==> src/rtl/uart_pkg.sv <==
// Shared types and constants for the buffered UART transmitter.
package uart_pkg;

  typedef enum logic [1:0] {PAR_NONE, PAR_EVEN, PAR_ODD} parity_t;

  typedef enum logic [2:0] {IDLE, START, DATA, PAR, STOP} tx_state_t;

  localparam int UART_DEF_DIV = 2604;

endpackage

==> src/rtl/uart_sync_fifo.sv <==
// Single-clock FIFO with wrap-bit pointers; dout always presents the head word.
module uart_sync_fifo #(
  parameter int WIDTH = 8,
  parameter int DEPTH = 4
) (
  input  logic                     clk,
  input  logic                     rst,
  input  logic                     push,
  input  logic                     pop,
  input  logic [WIDTH-1:0]         din,
  output logic [WIDTH-1:0]         dout,
  output logic                     full,
  output logic                     empty,
  output logic [$clog2(DEPTH):0]   count
);
  localparam int AW = $clog2(DEPTH);

  logic [WIDTH-1:0] mem [DEPTH];
  logic [AW:0]      wr_ptr, rd_ptr;
  logic             do_push, do_pop;

  // Same index with differing wrap bits means the write side has lapped the read side.
  assign full    = (wr_ptr[AW] != rd_ptr[AW]) && (wr_ptr[AW-1:0] == rd_ptr[AW-1:0]);
  assign empty   = (wr_ptr == rd_ptr);
  assign count   = wr_ptr - rd_ptr;
  assign do_push = push && !full;
  assign do_pop  = pop && !empty;
  assign dout    = mem[rd_ptr[AW-1:0]];

  always_ff @(posedge clk or posedge rst) begin
    if (rst) begin
      wr_ptr <= '0;
      rd_ptr <= '0;
    end else begin
      if (do_push) wr_ptr <= wr_ptr + 1'b1;
      if (do_pop)  rd_ptr <= rd_ptr + 1'b1;
    end
  end

  always_ff @(posedge clk) begin
    if (do_push) mem[wr_ptr[AW-1:0]] <= din;
  end

endmodule

==> src/rtl/uart_tx_fifo_cfg.sv <==
// Configurable-frame UART transmitter fed by a word FIFO; queued words go out
// back-to-back with no idle gap between frames.
module uart_tx_fifo_cfg
  import uart_pkg::*;
#(
  parameter int      CLK_DIV    = UART_DEF_DIV,
  parameter int      DATA_BITS  = 8,
  parameter parity_t PARITY     = PAR_NONE,
  parameter int      STOP_BITS  = 1,
  parameter int      FIFO_DEPTH = 4
) (
  input  logic                          clk,
  input  logic                          rst,
  input  logic                          tx_start,
  input  logic [DATA_BITS-1:0]          tx_data,
  output logic                          tx_rdy,
  output logic                          tx_busy,
  output logic                          overflow,
  output logic [$clog2(FIFO_DEPTH):0]   fifo_cnt,
  output logic                          tx
);
  localparam int CW = $clog2(CLK_DIV);
  localparam int IW = $clog2(DATA_BITS);

  tx_state_t            state, state_n;
  logic [CW-1:0]        baud_cnt, baud_cnt_n;
  logic [IW-1:0]        bit_idx, bit_idx_n;
  logic [DATA_BITS-1:0] shreg, shreg_n, fifo_dout;
  logic                 par_bit, par_bit_n, tx_n;
  logic                 bit_end, load, full, empty;

  assign bit_end = (baud_cnt == CW'(CLK_DIV - 1));
  assign tx_rdy  = !full;
  assign tx_busy = (state != IDLE) || !empty;

  uart_sync_fifo #(.WIDTH(DATA_BITS), .DEPTH(FIFO_DEPTH)) u_fifo (
    .clk   (clk),
    .rst   (rst),
    .push  (tx_start && tx_rdy),
    .pop   (load),
    .din   (tx_data),
    .dout  (fifo_dout),
    .full  (full),
    .empty (empty),
    .count (fifo_cnt)
  );

  always_comb begin
    state_n    = state;
    baud_cnt_n = bit_end ? '0 : baud_cnt + 1'b1;
    bit_idx_n  = bit_idx;
    shreg_n    = shreg;
    par_bit_n  = par_bit;
    tx_n       = tx;
    load       = 1'b0;
    case (state)
      IDLE: begin
        baud_cnt_n = '0;
        bit_idx_n  = '0;
        tx_n       = 1'b1;
        load       = !empty;
      end
      START: if (bit_end) begin
        state_n   = DATA;
        bit_idx_n = '0;
        tx_n      = shreg[0];
        shreg_n   = shreg >> 1;
      end
      DATA: if (bit_end) begin
        if (bit_idx == IW'(DATA_BITS - 1)) begin
          bit_idx_n = '0;
          state_n   = (PARITY != PAR_NONE) ? PAR : STOP;
          tx_n      = (PARITY != PAR_NONE) ? par_bit : 1'b1;
        end else begin
          bit_idx_n = bit_idx + 1'b1;
          tx_n      = shreg[0];
          shreg_n   = shreg >> 1;
        end
      end
      PAR: if (bit_end) begin
        state_n = STOP;
        tx_n    = 1'b1;
      end
      STOP: if (bit_end) begin
        if (bit_idx == IW'(STOP_BITS - 1)) begin
          load    = !empty;
          state_n = IDLE;
        end else begin
          bit_idx_n = bit_idx + 1'b1;
        end
      end
      default: state_n = IDLE;
    endcase
    // Pop and load share one edge; parity is taken from the unshifted word.
    if (load) begin
      state_n    = START;
      baud_cnt_n = '0;
      bit_idx_n  = '0;
      shreg_n    = fifo_dout;
      par_bit_n  = (^fifo_dout) ^ (PARITY == PAR_ODD);
      tx_n       = 1'b0;
    end
  end

  always_ff @(posedge clk or posedge rst) begin
    if (rst) begin
      state    <= IDLE;
      baud_cnt <= '0;
      bit_idx  <= '0;
      shreg    <= '0;
      par_bit  <= 1'b0;
      tx       <= 1'b1;
      overflow <= 1'b0;
    end else begin
      state    <= state_n;
      baud_cnt <= baud_cnt_n;
      bit_idx  <= bit_idx_n;
      shreg    <= shreg_n;
      par_bit  <= par_bit_n;
      tx       <= tx_n;
      overflow <= tx_start && !tx_rdy;
    end
  end

endmodule

==> config.mk <==
export PLATFORM = sky130hd
export DESIGN_NAME = uart_tx_fifo_cfg
export DESIGN_NICKNAME = d
export VERILOG_FILES = /design/src/rtl/uart_pkg.sv /design/src/rtl/uart_sync_fifo.sv /design/src/rtl/uart_tx_fifo_cfg.sv
export SDC_FILE = /design/constraint.sdc
export NUM_CORES = 1
export LEC_CHECK = 0
export ABC_AREA = 1
export CORE_MARGIN = 1.5
export CORE_UTILIZATION = 55
export CTS_CLUSTER_SIZE = 10
export DETAILED_ROUTE_END_ITERATION = 6
export PLACE_DENSITY = 0.74
export SYNTH_ARGS = -nofsm -noshare
export SYNTH_HDL_FRONTEND = slang
export SYNTH_SLANG_ARGS = --single-unit
==> constraint.sdc <==
create_clock -name clk -period 2.8 [get_ports clk]
set_clock_uncertainty 0.1 [all_clocks]
set_input_delay 0.28 -clock clk [delete_from_list [all_inputs] [get_ports clk]]
set_output_delay 0.28 -clock clk [all_outputs]
set_load 0.005 [all_outputs]
### After elaboration in Yosys (flattened, before gate mapping)

Memory sizes are Yosys's and may differ from the RTL's.
Index checks and enable logic that the tools add are counted.

* logic and storage cells: 84
* memory bits (writable): 32
* output and inout bits: 7
* register bits after elaboration: 34
* input bits: 11
* memories kept: 1

Memory list
* u_fifo.mem: depth 4, bits a word 8, rd ports 1, clocked after memory_dff 0, write ports 1, RTL line uart_sync_fifo.sv:18 `logic [WIDTH-1:0] mem [DEPTH];`

* reductions and logical operators: 18
* $add $sub $neg: 5
* equality and inequality tests: 18
* mux-type cells: 34

Operators with widths (count)
* 3-bit two-way mux: 13
* 12-bit two-way mux: 3
* 8-bit two-way mux: 4
* 3-bit by 2-bit inequality test with 1-bit output (second input constant): 8
* 8-bit one-hot mux with 2 select lines: 1
* 3-bit one-hot mux with 5 select lines: 1
* 12-bit by 1-bit adder with 12-bit output (second input constant): 1
* 12-bit equality test (second input constant): 1
* 3-bit one-hot mux with 4 select lines: 1
* 5-bit nonzero test: 2
* 3-bit by 1-bit adder with 3-bit output (second input constant): 3
* 1-bit two-way mux: 9
* 4-bit AND reduction: 2
* 7-bit AND reduction: 1
* 3-bit by 2-bit equality test with 1-bit output (second input constant): 2
* 3-bit equality test (second input constant): 2
* 3-bit zero test: 2
* 3-bit nonzero test: 2
* 1-bit logical AND: 5
* 5-bit AND reduction: 1
* 1-bit one-hot mux with 4 select lines: 1
* 3-bit by 1-bit equality test with 1-bit output (second input constant): 1
* 3-bit equality test: 1
* 3-bit subtractor: 1
* 6 further kinds: 7

### Logic depth before layout (Yosys ltp)

Gate-level depths: netlist of the first run.

* depth after elaboration: 7
* depth in mapped cells: 14
* mapped depth without buffers: 13

### By module

A second synthesis of the first run with hierarchy kept.

* cells, all modules: 365
* area, all modules: 3345.7 µm²

By module, submodules not included
* uart_sync_fifo: area an instance 1696.6 µm², instances 1, cells each 142, seq. area each 1111.1 µm²
* uart_tx_fifo_cfg: area an instance 1649.1 µm², instances 1, cells each 223, seq. area each 701.9 µm²

### Worst setup path after synthesis of the first run

Ideal clock, no wire load.

* path kind: register to register
* from: register u_fifo.rd_ptr[1]
* to: memory u_fifo.mem[3][0], enable pin
* path buffers: 1
* data arrival time: 1.821 ns
* cell stages (with the launch flop): 9
* required time: 2.325 ns
* slack: 0.504 ns
* period minus slack after synthesis: 2.296 ns
* setup time: 0.375 ns
* cell sequence: dfrtp_1 > inv_1 > clkbuf_1 > ha_1 > nand2_1 > inv_1 > nand2_1 > nand2_1 > nor2_1

* cells in the longest elaborated chain, start to end: 7

Ends and longest elaborated chain
* from (decl): RTL line uart_sync_fifo.sv:19 `logic [AW:0] wr_ptr, rd_ptr;`
* from (signal assigned): RTL line uart_sync_fifo.sv:36 `if (do_pop) rd_ptr <= rd_ptr + 1'b1;`
* 2-bit equality test (*): RTL line uart_sync_fifo.sv:23 `assign full = (wr_ptr[AW] != rd_ptr[AW]) && (wr_ptr[AW-1:0] == rd_ptr[AW-1:0]);`
* 1-bit logical AND (*): RTL line uart_sync_fifo.sv:23
* 1-bit zero test (*): RTL line uart_tx_fifo_cfg.sv:33 `assign tx_rdy = !full;`
* via tx_rdy: RTL line uart_tx_fifo_cfg.sv:16 `output logic tx_rdy,`
* 1-bit logical AND: RTL line uart_tx_fifo_cfg.sv:39 `.push (tx_start && tx_rdy),`
* 1-bit logical AND (*): RTL line uart_sync_fifo.sv:26 `assign do_push = push && !full;`
* 1-bit two-way mux (*): RTL line uart_sync_fifo.sv:41 `if (do_push) mem[wr_ptr[AW-1:0]] <= din;`
* 1-bit two-way mux (implied by the code) (*): RTL line uart_sync_fifo.sv:41
* to (decl): RTL line uart_sync_fifo.sv:18

The timed path passes the listed nets; every way through them passes the cells marked *.

### Final worst setup path of the first run

* from: register u_fifo.rd_ptr[1]
* to: output tx_rdy

* cells in the longest elaborated chain, start to end: 3

Ends and longest elaborated chain (RTL line)
* 2-bit equality test: uart_sync_fifo.sv:23
* 1-bit logical AND: uart_sync_fifo.sv:23
* 1-bit zero test: uart_tx_fifo_cfg.sv:33
* to (decl): uart_tx_fifo_cfg.sv:16

Every way passes these cells.

==> metrics, run 1 <==
pwr dens between 600 and 700 nW/µm²; period utilization 90.5%; CTS tree done; Die X between 70 and 80 µm; Post-Syn Area between 3000 and 4000 µm²; # rows 27; Seq/Total Area, Yosys 55.9%; critical path arrival between 2 and 2.5 ns; n_diodes 0; starting density of the core between 50 and 60%; post_cts resized 0; Final Critical Period 2.53 ns; internal power ~1700 µW; # IOs 18; Reg2Reg Depth 10; LEAKAGE about 0.0016 µW; syn_nets 373; Comb pwr share 17.4%; Sequential Power Share roughly 50%; reg2reg end state[2]; Worst Tran Pin Value 0.447 ns; Max-Cap Viols 0; worst hold margin 0.232 ns; Clock transition at path regs 0.08 ns; Vias 2362; Req. time, crit path 2.42 ns; via density per instance just over 5; status finished, final reports clean; Post-DRT Antenna Nets 0; synth unique cells 28; Pre-antenna DRT Iters 4; Root Buffer clkbuf_8; reg-to-reg startpoint u_fifo.rd_ptr[1]; RSZ-0062 raised after global routing no; post-synthesis mux area share 0%; crit path capture type output pin; Routability Congestion 0.810; HPWL after DPL 4090 µm; area grow syn2layout 14.2%; Sw Ratio 26.9%; final hold violation count 0; XOR/XNOR Fraction of Synth Area 2.70%; max-slew violation total from the final report 0; Clock Latency Late Sink roughly 0.35 ns; H-tree levels 3; Post-Synth Adder-Cell Area 5.17%; vias in the first global route 2290; Final Core Density between 60% and 70%; Max Fclk 395 MHz; Layout Nets 402; Compound-Gate Fraction of Synth Area 6.60%; largest family of logic cells by synthesized area simple AND/OR/NAND/NOR gates; setup bufs post-CTS 0; Synth Register Bits 66; CP Class flop to output pin; Fin Setup TNS 0 ns; initial antenna violation count 0; drt drc 0; clock share of power 32.7%; Max VDD drop approximately 530 µV; layout cells sized above 1 8.85%; total CTS buffers 9; Syn. warnings 0; Post-CTS Hold Buffers 0; final wirelength 5990 µm; Global Route Usage Sum 21.7%; pin count of the biggest net entering global routing 35; crit-path max FO 11; Initial DRC Count 128; normalized max-slew margin 70.2%; R2R setup slack between 0.3 and 0.4 ns; Port Buffer Count 17; DIE AREA between 6000 and 7000 µm²; Simple-Gate Fraction of Synth Area between 20% and 30%; core area 5610 µm²; Final Setup Violations 0; die span in y 79.8 µm; worst min path class primary input to asynchronous set/reset pin; Syn Inst Count 350; average wire per standard cell 13.1 µm; Fillers 468; Multi-input gate area ~1200 µm²; storage element area 1810 µm²; clk sink count 66; P_sw 641 µW; first-pass GRT wire length roughly 10000 µm; crit start category flop; Max Root-Sink Buffers 2; syn avg cell area ~9 µm²; GRT overflow 0
-- power groups by stage --
stage	sequential (µW)	combinational, µW	clock, µW
floorplan	1190	220	0
global placement	1210	409	0
detailed placement	1210	419	0
CTS	1190	425	797
global route	1200	469	846
finish	1190	414	778
-- layer usage --
metal	share of wire [%]	vias up	global-route usage, %
li1	-	1189	-
met1	46	1126	27.5
met2	48	34	34.4
met3	3.6	13	6.17
met4	2.2	0	10.2
met5	0	-	0
-- area by class of cell --
cell class	instances	area share, %
Sequential cell	66	49.0
Tap cell	72	2.43
Multi-Input combinational cell	234	32.8
Clock inverter	7	1.89
Timing Repair Buffer	24	6.01
Clock buffer	9	3.34
Inverter	44	4.59
-- worst max-delay path by stage --
stage                          start          endpoint  slack [ns]
floorplan           u_fifo.rd_ptr[1]  u_fifo.mem[3][0]        0.50
global placement    u_fifo.rd_ptr[1]          state[1]        0.52
finish              u_fifo.rd_ptr[1]            tx_rdy        0.27
CTS                 u_fifo.rd_ptr[1]            tx_rdy        0.23
global route        u_fifo.rd_ptr[1]          state[2]        0.06
detailed placement  u_fifo.rd_ptr[1]          state[2]        0.40
-- metrics by stage --
stage,total power (µW),instances,instance area [µm²],worst slack (ns)
after floorplan,1410,350,3240,0.504
after global placement,1610,440,3510,0.518
after detailed placement,1630,440,3510,0.402
after CTS,2410,456,3700,0.234
after global routing,2510,456,3700,0.0579
final,2380,456,3700,0.267
-- registers in the layout, summed over array words and instances, names as in the netlist --
register / cells
u_fifo.mem: 32
baud_cnt: 12
shreg: 8
bit_idx: 3
state: 3
u_fifo.rd_ptr: 3
u_fifo.wr_ptr: 3
overflow: 1
tx: 1
-- synthesized netlist by cell type --
cell type   n  share of area (%)
nand3_4     2                1.1
fa_1        1               0.62
a21oi_1     7                1.1
nor2_2      1               0.19
ha_1       11                4.2
nand3_1    21                3.2
edfxtp_1   32                 30
dfrtp_1    33                 25
dfstp_2     1               0.81
nor3b_1     2               0.46
maj3_1      1               0.31
nor2_4      2               0.69
nand2_1    82                9.5
clkinv_4    1               0.27
buf_6       3                1.0
xnor2_1     1               0.27
nor2_1     51                5.9
o22ai_1     7                1.4
nand2_2     1               0.19
o21ai_0    27                4.2
nor3_1      4               0.62
xor2_1      9                2.4
nand2_4     2               0.69
and3_1      1               0.19
nand4_1     1               0.19
inv_1      42                4.9
clkbuf_1    3               0.35
inv_2       1               0.12
-- cell usage in the layout (no fill, tap or decap) --
master,count
fa_1,1
a21oi_1,7
nand2_4,2
clkinv_2,3
inv_1,42
nand4_1,1
and3_1,1
nor2_1,51
nor3_1,4
clkinvlp_4,1
nand2_2,1
nor2_4,2
clkbuf_8,9
maj3_1,1
dfstp_2,1
nor3b_1,2
nand3_4,2
bufinv_16,1
clkinv_4,3
ha_1,11
inv_2,1
clkdlybuf4s50_1,17
dfrtp_1,33
nor2_2,1
xor2_1,9
nand3_1,21
edfxtp_1,32
o22ai_1,7
xnor2_1,1
o21ai_0,27
buf_4,7
nand2_1,82
-- critical path, stage by stage, from the launching register on --
cell,delay [ns]
dfrtp_1,0.50
inv_1,0.23
ha_1,0.34
nand2_1,0.07
inv_1,0.05
nand2_1,0.10
clkdlybuf4s50_1,0.51
-- logic make-up after synthesis --
kind of cell | after synthesis
xor+xnor | 10
flops | 66
simple gates | 170
compound gates | 41
buf+inv | 50
fa+ha+maj | 13
Note: power is estimated with default switching activity, not from simulation.
==> run 2, diff against run 1 <==
Settings changed: GPL_ROUTABILITY_DRIVEN set to 0.
==> results of run 2 <==
Same layout as run 1: the final DEF is identical, and so are final timing and power.
==> run 3, diff against run 2 <==
Settings changed: SETUP_SLACK_MARGIN set to 0.3, TNS_END_PERCENT set to 100.
Clock period 2.8 ns to 3.3 ns, I/O delays scaled along.
==> run 3 against run 2 <==
- combinational power decreased by 17%
- sequential power decreased by 16%
- clock-buffer cell count unchanged
==> metrics, run 3 (synthesis results as in run 1) <==
status finished, final reports clean; total power 2030 µW; Final Setup Violations 0; LEAKAGE between 0.0015 and 0.002 µW; Vias 2336; Buf+Inv Stages, Crit Path 1; H-tree levels 3; DIE AREA 6360 µm²; Fin Setup TNS 0 ns; most frequent cells in the layout nand2_1 (82), nor2_1 (51), inv_1 (42); area grow syn2layout 14.3%; pin count of the biggest net entering global routing 35; Root Buffer clkbuf_8; initial antenna violation count 0; pwr dens 548 nW/µm²; Setup WS post-layout 0.553 ns; Post-DRT Antenna Nets 0; Layout Nets 401; average wire per standard cell 12.5 µm; Port Buffer Count 17; Max-Cap Viols 0; vias in the first global route 2205; crit path capture type output pin; Clock transition at path regs about 0.07 ns; Final Cell Area 3700 µm²; period utilization 83.2%; GRT overflow 0; worst-path cell with the longest stage delay dfrtp_1; most common cell after layout, fill and taps aside nand2_1; CTS tree done; core area around 5600 µm²; Req. time, crit path 2.87 ns; Worst Tran Pin Value 0.559 ns; clk sink count 66; Max Root-Sink Buffers 2; Die X 79.8 µm; Clock Latency Late Sink 0.36 ns; RSZ-0062 raised after global routing no; max-slew violation total from the final report 0; drt drc 0; # rows 27; critical-path cell list ha_1 -> fa_1 -> xor2_1 -> clkdlybuf4s50_1; post_cts resized 0; final wirelength around 5700 µm; critical path arrival 2.32 ns; total CTS buffers 9; # IOs 18; pre-CTS setup slack about 0.74 ns; Pre-antenna DRT Iters 4; worst min path class primary input to asynchronous set/reset pin; final hold violation count 0; starting density of the core 57.8%; Global Route Usage Sum between 20% and 30%; crit start category flop; n_diodes 0; Initial DRC Count ~150; CP delay by family, top adder cells; Final Critical Period between 2 and 3 ns; max incr delay on CP about 0.6 ns; placed cell areas around 3500 µm²; CP Class flop to output pin; setup bufs post-CTS 0; crit-path max FO 19; layout cells sized above 1 8.62%; Max Fclk roughly 360 MHz; Post-CTS Hold Buffers 0; die span in y 79.8 µm; first-pass GRT wire length 9790 µm; Largest register FFs 32; HPWL after DPL 3980 µm; Max VDD drop 447 µV; via density per instance 5.13; normalized max-slew margin 62.8%
==> run 3: path summary, 6_finish.rpt <==
check,start,endpoint,slack (ns),cells after the start
min in group clk,tx,tx,0.36,2
max in group asynchronous,rst,tx,2.49,3
max,u_fifo.rd_ptr[0],fifo_cnt[2],0.55,4
max reg2reg,u_fifo.rd_ptr[1],state[1],0.73,11
min,rst,u_fifo.wr_ptr[0],0.27,3
min reg2reg,tx,tx,0.36,2
==> run 3: layout make-up <==
| class | count | area, µm² |
|---|---|---|
| fillers | 460 | 1900 |
| flip-flops and latches | 66 | 1810 |
| multi-input cells | 234 | 1210 |
| repair buffers | 23 | 215 |
| inverters | 44 | 170 |
| clock buffers | 9 | 124 |
| well taps | 72 | 90.1 |
| clock inverters | 7 | 78.8 |
==> run 3: metal layers <==
layer  share of wire, %  up-vias  GRT usage (%)
met5                  0        -              0
li1                   -     1190              -
met3                3.5       12           6.17
met4                2.8        0           10.7
met1                 46     1094           25.9
met2                 47       40           33.0
==> run 3: power by group <==
| part | switching, µW | total, µW | internal, µW |
|---|---|---|---|
| Sequential | 33.8 | 1000 | 971 |
| Clock | 331 | 685 | 354 |
| Combinational | 185 | 342 | 156 |
| Total | 550 | 2030 | 1480 |
==> run 3: worst register-to-register path: stages, from the launching register on <==
cell and delay [ns]:
dfrtp_1 0.54, inv_1 0.24, ha_1 0.33, nand2_1 0.06
nor2_1 0.16, nor2_1 0.06, nand2_1 0.06, buf_4 0.20
nand2_2 0.23, inv_1 0.18, nand2_1 0.12, o21ai_0 0.20
==> run 3: per-stage QoR <==
step | hold slack (ns) | util, % | instances
floorplan | 0.324 | - | 350
global placement | 0.344 | 62.4 | 439
detailed placement | 0.352 | 62.4 | 439
CTS | 0.281 | 66.1 | 455
global route | 0.338 | 66.1 | 455
finish | 0.266 | 66.1 | 455
